### config.mk
export PLATFORM = sky130hd
export DESIGN_NAME = wg_slot_id_sched
export DESIGN_NICKNAME = d
export VERILOG_FILES = /design/src/rtl/wg_slot_id_sched_pkg.sv /design/src/rtl/wg_slot_id_sched_rr_arb2.sv /design/src/rtl/wg_slot_id_sched.sv
export SDC_FILE = /design/constraint.sdc
export NUM_CORES = 1
export LEC_CHECK = 0
export CORE_ASPECT_RATIO = 0.8
export CORE_MARGIN = 5
export CORE_UTILIZATION = 45
export DETAILED_ROUTE_END_ITERATION = 6
export MAX_ROUTING_LAYER = met4
export PLACE_DENSITY_LB_ADDON = 0.15
export SYNTH_ARGS = -nofsm -noshare
export SYNTH_HDL_FRONTEND = slang
export SYNTH_SLANG_ARGS = --single-unit
### constraint.sdc
create_clock -name clk -period 3.39 [get_ports clk]
set_input_delay 0.678 -clock clk [delete_from_list [all_inputs] [get_ports clk]]
set_output_delay 0.678 -clock clk [all_outputs]
set_load 0.05 [all_outputs]
### src/rtl/wg_slot_id_sched_pkg.sv
// wg_slot_id_sched_pkg: shared widths, occupancy constants and FSM encoding for the slot-id sequencer.
package wg_slot_id_sched_pkg;
  localparam int WG_ID_WIDTH      = 6;
  localparam int WG_SLOT_ID_WIDTH = 3;
  localparam int SLOT_ID_NUM      = 1 << WG_SLOT_ID_WIDTH;
  localparam int OCC_WIDTH        = WG_SLOT_ID_WIDTH + 1;
  localparam logic [OCC_WIDTH-1:0] OCC_FULL = OCC_WIDTH'(SLOT_ID_NUM);
  localparam logic [OCC_WIDTH-1:0] OCC_ONE  = OCC_WIDTH'(1);
  typedef enum logic [2:0] {
    ST_IDLE    = 3'd0,
    ST_GEN     = 3'd1,
    ST_GEN_CAP = 3'd2,
    ST_FIND    = 3'd3,
    ST_CANCEL  = 3'd4
  } sched_st_e;
endpackage

### src/rtl/wg_slot_id_sched_rr_arb2.sv
// wg_slot_id_sched_rr_arb2: two-way round-robin grant with a single priority flop.
//   clk, rst_n : clock, asynchronous active-low reset
//   i_req[1:0] : request vector (bit 0 = release, bit 1 = allocate)
//   o_grant    : one-hot grant, combinational from i_req and the priority flop
module wg_slot_id_sched_rr_arb2 (
  input  logic       clk,
  input  logic       rst_n,
  input  logic [1:0] i_req,
  output logic [1:0] o_grant
);
  // r_prio = 0 favours bit 0, 1 favours bit 1; it only matters when both request
  logic r_prio;
  assign o_grant = &i_req ? (r_prio ? 2'b10 : 2'b01) : i_req;
  // the loser of any grant becomes the favoured requester
  always_ff @(posedge clk or negedge rst_n) begin
    if (!rst_n) r_prio <= 1'b0;
    else if (|o_grant) r_prio <= o_grant[0];
  end
endmodule

### src/rtl/wg_slot_id_sched.sv
// wg_slot_id_sched: serialises workgroup slot allocate/release requests onto the slot-id converter.
//   clk, rst_n                      : clock, asynchronous active-low reset
//   alloc_valid_i/_ready_o/_wg_id_i/_cu_id_i       : allocate request handshake
//   dealloc_valid_i/_ready_o/_wg_id_i/_cu_id_i     : release request handshake
//   alloc_rsp_valid_o/_ok_o/_slot_o                : one-cycle allocate response
//   dealloc_rsp_valid_o/_ok_o/_slot_o              : one-cycle release response
//   cu_full_o                       : per-CU "all slots in use"
//   conv_*_o / conv_slot_*_i        : converter control and returned slot ids
module wg_slot_id_sched
  import wg_slot_id_sched_pkg::*;
#(
  parameter int NUMBER_CU   = 2,
  parameter int CU_ID_WIDTH = 1
) (
  input  logic                        clk,
  input  logic                        rst_n,
  input  logic                        alloc_valid_i,
  output logic                        alloc_ready_o,
  input  logic [WG_ID_WIDTH-1:0]      alloc_wg_id_i,
  input  logic [CU_ID_WIDTH-1:0]      alloc_cu_id_i,
  input  logic                        dealloc_valid_i,
  output logic                        dealloc_ready_o,
  input  logic [WG_ID_WIDTH-1:0]      dealloc_wg_id_i,
  input  logic [CU_ID_WIDTH-1:0]      dealloc_cu_id_i,
  output logic                        alloc_rsp_valid_o,
  output logic                        alloc_rsp_ok_o,
  output logic [WG_SLOT_ID_WIDTH-1:0] alloc_rsp_slot_o,
  output logic                        dealloc_rsp_valid_o,
  output logic                        dealloc_rsp_ok_o,
  output logic [WG_SLOT_ID_WIDTH-1:0] dealloc_rsp_slot_o,
  output logic [NUMBER_CU-1:0]        cu_full_o,
  output logic [WG_ID_WIDTH-1:0]      conv_wg_id_o,
  output logic [CU_ID_WIDTH-1:0]      conv_cu_id_o,
  output logic                        conv_generate_o,
  output logic                        conv_find_and_cancel_o,
  input  logic [WG_SLOT_ID_WIDTH-1:0] conv_slot_gen_i,
  input  logic [WG_SLOT_ID_WIDTH-1:0] conv_slot_find_i
);
  sched_st_e                   r_state, w_next;
  logic [OCC_WIDTH-1:0]        r_occ [NUMBER_CU];
  logic [WG_ID_WIDTH-1:0]      r_wg_id;
  logic [CU_ID_WIDTH-1:0]      r_cu_id;
  logic                        r_ok;
  logic                        r_alloc_rsp_valid, r_alloc_rsp_ok;
  logic                        r_dealloc_rsp_valid, r_dealloc_rsp_ok;
  logic [WG_SLOT_ID_WIDTH-1:0] r_alloc_rsp_slot, r_dealloc_rsp_slot;
  logic [1:0]                  w_grant;
  logic                        w_cu_ok, w_has_room;

  // requests are only offered to the arbiter while idle, so a grant is a handshake
  wg_slot_id_sched_rr_arb2 u_arb (
    .clk     (clk),
    .rst_n   (rst_n),
    .i_req   ({alloc_valid_i, dealloc_valid_i} & {2{r_state == ST_IDLE}}),
    .o_grant (w_grant)
  );

  assign w_cu_ok    = 32'(r_cu_id) < NUMBER_CU;
  assign w_has_room = r_occ[r_cu_id] != OCC_FULL;

  always_ff @(posedge clk or negedge rst_n) begin
    if (!rst_n) r_state <= ST_IDLE;
    else r_state <= w_next;
  end

  always_comb begin
    w_next = ST_IDLE;
    case (r_state)
      ST_IDLE: w_next = w_grant[1] ? ST_GEN : (w_grant[0] ? ST_FIND : ST_IDLE);
      ST_GEN:  w_next = ST_GEN_CAP;
      ST_FIND: w_next = ST_CANCEL;
      default: w_next = ST_IDLE;
    endcase
  end

  // generate only exists in GEN, so it can never coincide with the cancel cycle
  always_comb begin
    alloc_ready_o          = w_grant[1];
    dealloc_ready_o        = w_grant[0];
    conv_generate_o        = (r_state == ST_GEN) && w_cu_ok && w_has_room;
    conv_find_and_cancel_o = (r_state == ST_FIND) && w_cu_ok;
  end

  // r_ok remembers whether the converter was actually driven for this request
  always_ff @(posedge clk or negedge rst_n) begin
    if (!rst_n) begin
      r_wg_id             <= '0;
      r_cu_id             <= '0;
      r_ok                <= 1'b0;
      r_alloc_rsp_valid   <= 1'b0;
      r_alloc_rsp_ok      <= 1'b0;
      r_alloc_rsp_slot    <= '0;
      r_dealloc_rsp_valid <= 1'b0;
      r_dealloc_rsp_ok    <= 1'b0;
      r_dealloc_rsp_slot  <= '0;
      for (int i = 0; i < NUMBER_CU; i++) r_occ[i] <= '0;
    end else begin
      r_alloc_rsp_valid   <= r_state == ST_GEN_CAP;
      r_dealloc_rsp_valid <= r_state == ST_CANCEL;
      if (|w_grant) begin
        r_wg_id <= w_grant[1] ? alloc_wg_id_i : dealloc_wg_id_i;
        r_cu_id <= w_grant[1] ? alloc_cu_id_i : dealloc_cu_id_i;
      end
      if (r_state == ST_GEN) r_ok <= conv_generate_o;
      if (r_state == ST_FIND) r_ok <= conv_find_and_cancel_o;
      if (conv_generate_o) r_occ[r_cu_id] <= r_occ[r_cu_id] + OCC_ONE;
      if (r_state == ST_GEN_CAP) begin
        r_alloc_rsp_ok   <= r_ok;
        r_alloc_rsp_slot <= r_ok ? conv_slot_gen_i : '0;
      end
      if (r_state == ST_CANCEL) begin
        r_dealloc_rsp_ok   <= r_ok;
        r_dealloc_rsp_slot <= r_ok ? conv_slot_find_i : '0;
        if (r_ok && r_occ[r_cu_id] != '0) r_occ[r_cu_id] <= r_occ[r_cu_id] - OCC_ONE;
      end
    end
  end

  for (genvar c = 0; c < NUMBER_CU; c++) begin : g_full
    assign cu_full_o[c] = r_occ[c] == OCC_FULL;
  end

  assign conv_wg_id_o        = r_wg_id;
  assign conv_cu_id_o        = r_cu_id;
  assign alloc_rsp_valid_o   = r_alloc_rsp_valid;
  assign alloc_rsp_ok_o      = r_alloc_rsp_ok;
  assign alloc_rsp_slot_o    = r_alloc_rsp_slot;
  assign dealloc_rsp_valid_o = r_dealloc_rsp_valid;
  assign dealloc_rsp_ok_o    = r_dealloc_rsp_ok;
  assign dealloc_rsp_slot_o  = r_dealloc_rsp_slot;
endmodule

==> results_dict.tcl <==
set metrics [dict create \
    start_kind "register" \
    post-cts-setup-buffer-count 0 \
    synth_most_common_cell "dfrtp_1" \
    critical_path_class "register to output pin" \
    syn_to_final_growth_pct 42.7 \
    layout_setup_ws_ns 0.376 \
    slew_viol_final 0 \
    cts.path.max_buffers 2 \
    p_per_area_nw_per_um2 1120 \
    timing.rr.end "r_occ[3]" \
    multi_input_area_um2 728 \
    period_needed_ns 3.01 \
    fin_nets 234 \
    syn_avg_cell_area_um2 9.72 \
    clock_skew_ns 0.00233 \
    rows 19 \
    synthTopCellsByArea "dfrtp_1, mux2i_1, nand2_1, a21oi_1, o21ai_0" \
    ios 47 \
    die_area_um2 4690 \
    ir_drop_uv 748 \
    seq_area_frac_synth 0.489 \
    numPortBuffers 46 \
    synth_top_cell_area_share 0.489 \
    cts_tree "done" \
    setup_tns_ns 0 \
    clock-root-buffer "clkbuf_8" \
    r2r-start "conv_cu_id_o" \
    ant_nets 0 \
    max_stage_delay_ns 0.73 \
    fp.dieH_um 62.2 \
    relSlewSlack 0.622 \
    drive_gt1_frac 0.105 \
    fin_crit_sh 0.889 \
    grt_first_pass_wirelength_um 6310 \
    rr_worst_depth 6 \
    critPathMaxFanout 8 \
    synthCells 158 \
    grt_setup_unrepaired "no" \
    ys_ff_latch 30 \
    fillers 277 \
    cp-end-kind "output pin" \
    synth.largest_area_cell "dfrtp_1" \
    hold_buffers 0 \
    viasPerCell 5.21 \
    cp.arrival_ns 2.34 \
    die_w_um 75.3 \
    cts_num_sinks 30 \
    max_freq_mhz 332 \
    ctsResizeCount 0 \
    start_util 0.458 \
    seqCellArea_um2 751 \
    grt_overflow_total 0 \
    cp_slowest_cell "clkdlybuf4s50_1" \
    setup_viol 0 \
    grt_max_degree 31 \
    synthFlopType "dfrtp_1" \
    critPathBufInv 1 \
    yosys_warnings 0 \
    wl_per_cell_um 14.2 \
    antenna_found_initial 0 \
    yosysUniqueCellTypes 38 \
    dr.pass1.iters 4 \
    worst_ep_required_time_ns 2.71 \
    synth_fp_nets 184 \
    cp-endpoint "conv_generate_o" \
    fin_util 0.654 \
    worstPathCellList "mux2i_1, ha_1, a21oi_1, clkdlybuf4s50_1" \
    place_congestion 0.810 \
    num_antenna_cells 0 \
    dp_hpwl_um 2760 \
    maxCapViolCount 0 \
    synth_async_sr_flop_share 1.00 \
    drc_errors 0 \
    clkTransAtPathRegs_ns 0.06 \
    placedCellCount 243 \
    ys_top_cells_by_count "dfrtp_1, nand2_1, a21oi_1, mux2i_1, nor2_1" \
    leakagePower_nw 1.02 \
    wirelength_um 3570 \
    via_count 1307 \
    critPathTopFamily "buffers and inverters" \
    coreArea_um2 3350 \
    grt_pass1_vias 1363 \
    startpoint "conv_cu_id_o" \
    r2r_setup_slack_ns 1.21 \
    synth_area_um2 1540 \
    grtUsageTotal 0.180 \
    hold_viol_final 0 \
    dp_slack_ns 0.674 \
    min_path_type "register to register" \
    clk_latency_ns 0.28 \
    status "complete, no violations" \
    hold_ws_ns 0.485 \
    htreeDepth 2 \
    synth_edf_count 0 \
    drt_iter0_markers 81 \
    cts-buffers-inserted 5 \
    worst_pin_slew_ns 0.564 \
    crit_cells 4 \
    final_cells 251 \
]
-- per-stage QoR --
| step | power [W] | area (um^2) |
|---|---|---|
| after floorplan | 0.00161 | 1540 |
| after global placement | 0.00199 | 2050 |
| after detailed placement | 0.00203 | 2050 |
| after CTS | 0.00248 | 2190 |
| after global routing | 0.00264 | 2190 |
| final | 0.00246 | 2190 |
-- cell usage in the layout, fill, tap and decap left out, drive strengths merged, types with 3 or more instances in the layout --
cell / count
dfrtp: 30
or3b: 3
a21oi: 12
clkbuf: 6
nand2b: 3
clkdlybuf4s50: 44
mux2i: 12
inv: 7
nand2: 24
buf: 5
nor2: 11
o21ai: 10
nand3b: 3
nand3: 6
xnor2: 3
nor3: 4
-- registers in the layout, summed over array words and instances, names as in the netlist --
signal,cells
r_occ,8
conv_wg_id_o,6
alloc_rsp_slot_o,3
dealloc_rsp_slot_o,3
r_state,3
alloc_rsp_ok_o,1
alloc_rsp_valid_o,1
conv_cu_id_o,1
dealloc_rsp_ok_o,1
dealloc_rsp_valid_o,1
r_ok,1
u_arb.r_prio,1
-- area by class of cell --
cell class / count / share of cell area
Tap cell: 42 / 0.0240
Clock inverter: 2 / 0.0274
Timing Repair Buffer: 49 / 0.224
Multi-Input combinational cell: 115 / 0.332
Clock buffer: 6 / 0.0377
Inverter: 7 / 0.0120
Sequential cell: 30 / 0.343
-- how the worst min path moves through the flow --
stage,start,end,slack [ns],depth (start not counted)
floorplan,rst_n,alloc_rsp_ok_o,0.38,0
global placement,alloc_rsp_ok_o,alloc_rsp_ok_o,0.46,2
detailed placement,alloc_rsp_slot_o[2],alloc_rsp_slot_o[2],0.47,2
CTS,alloc_rsp_slot_o[2],alloc_rsp_slot_o[2],0.49,2
global route,alloc_rsp_slot_o[2],alloc_rsp_slot_o[2],0.51,2
finish,alloc_rsp_slot_o[2],alloc_rsp_slot_o[2],0.48,2
-- routing by layer --
layer  global-route usage  share of wire
met1                0.229           0.45
met2                0.280           0.48
met3               0.0419          0.065
met4               0.0590          0.011
met5                    -              0
-- power breakdown --
group	internal, W	switching, W
registers	0.000523	0.000149
clock network	0.000313	0.000128
logic	0.000512	0.000832
-- cell families after synthesis --
group,after synthesis,synth area share
AOI/OAI and AO/OA,31,0.119
xor gates and xnor gates,5,0.0285
adders and majority gates,2,0.0163
buffers and inverters,13,0.0367
DFF,30,0.489
muxes,13,0.0856
and+or+nand+nor,64,0.225
-- worst min-delay path: cells and delay by family (launching register included) --
| kind | cells | cell delay [ns] |
|---|---|---|
| compound gates | 1 | 0.06 |
| simple gates | 1 | 0.05 |
| flops | 1 | 0.34 |
Power figures use the tool's default switching activity.
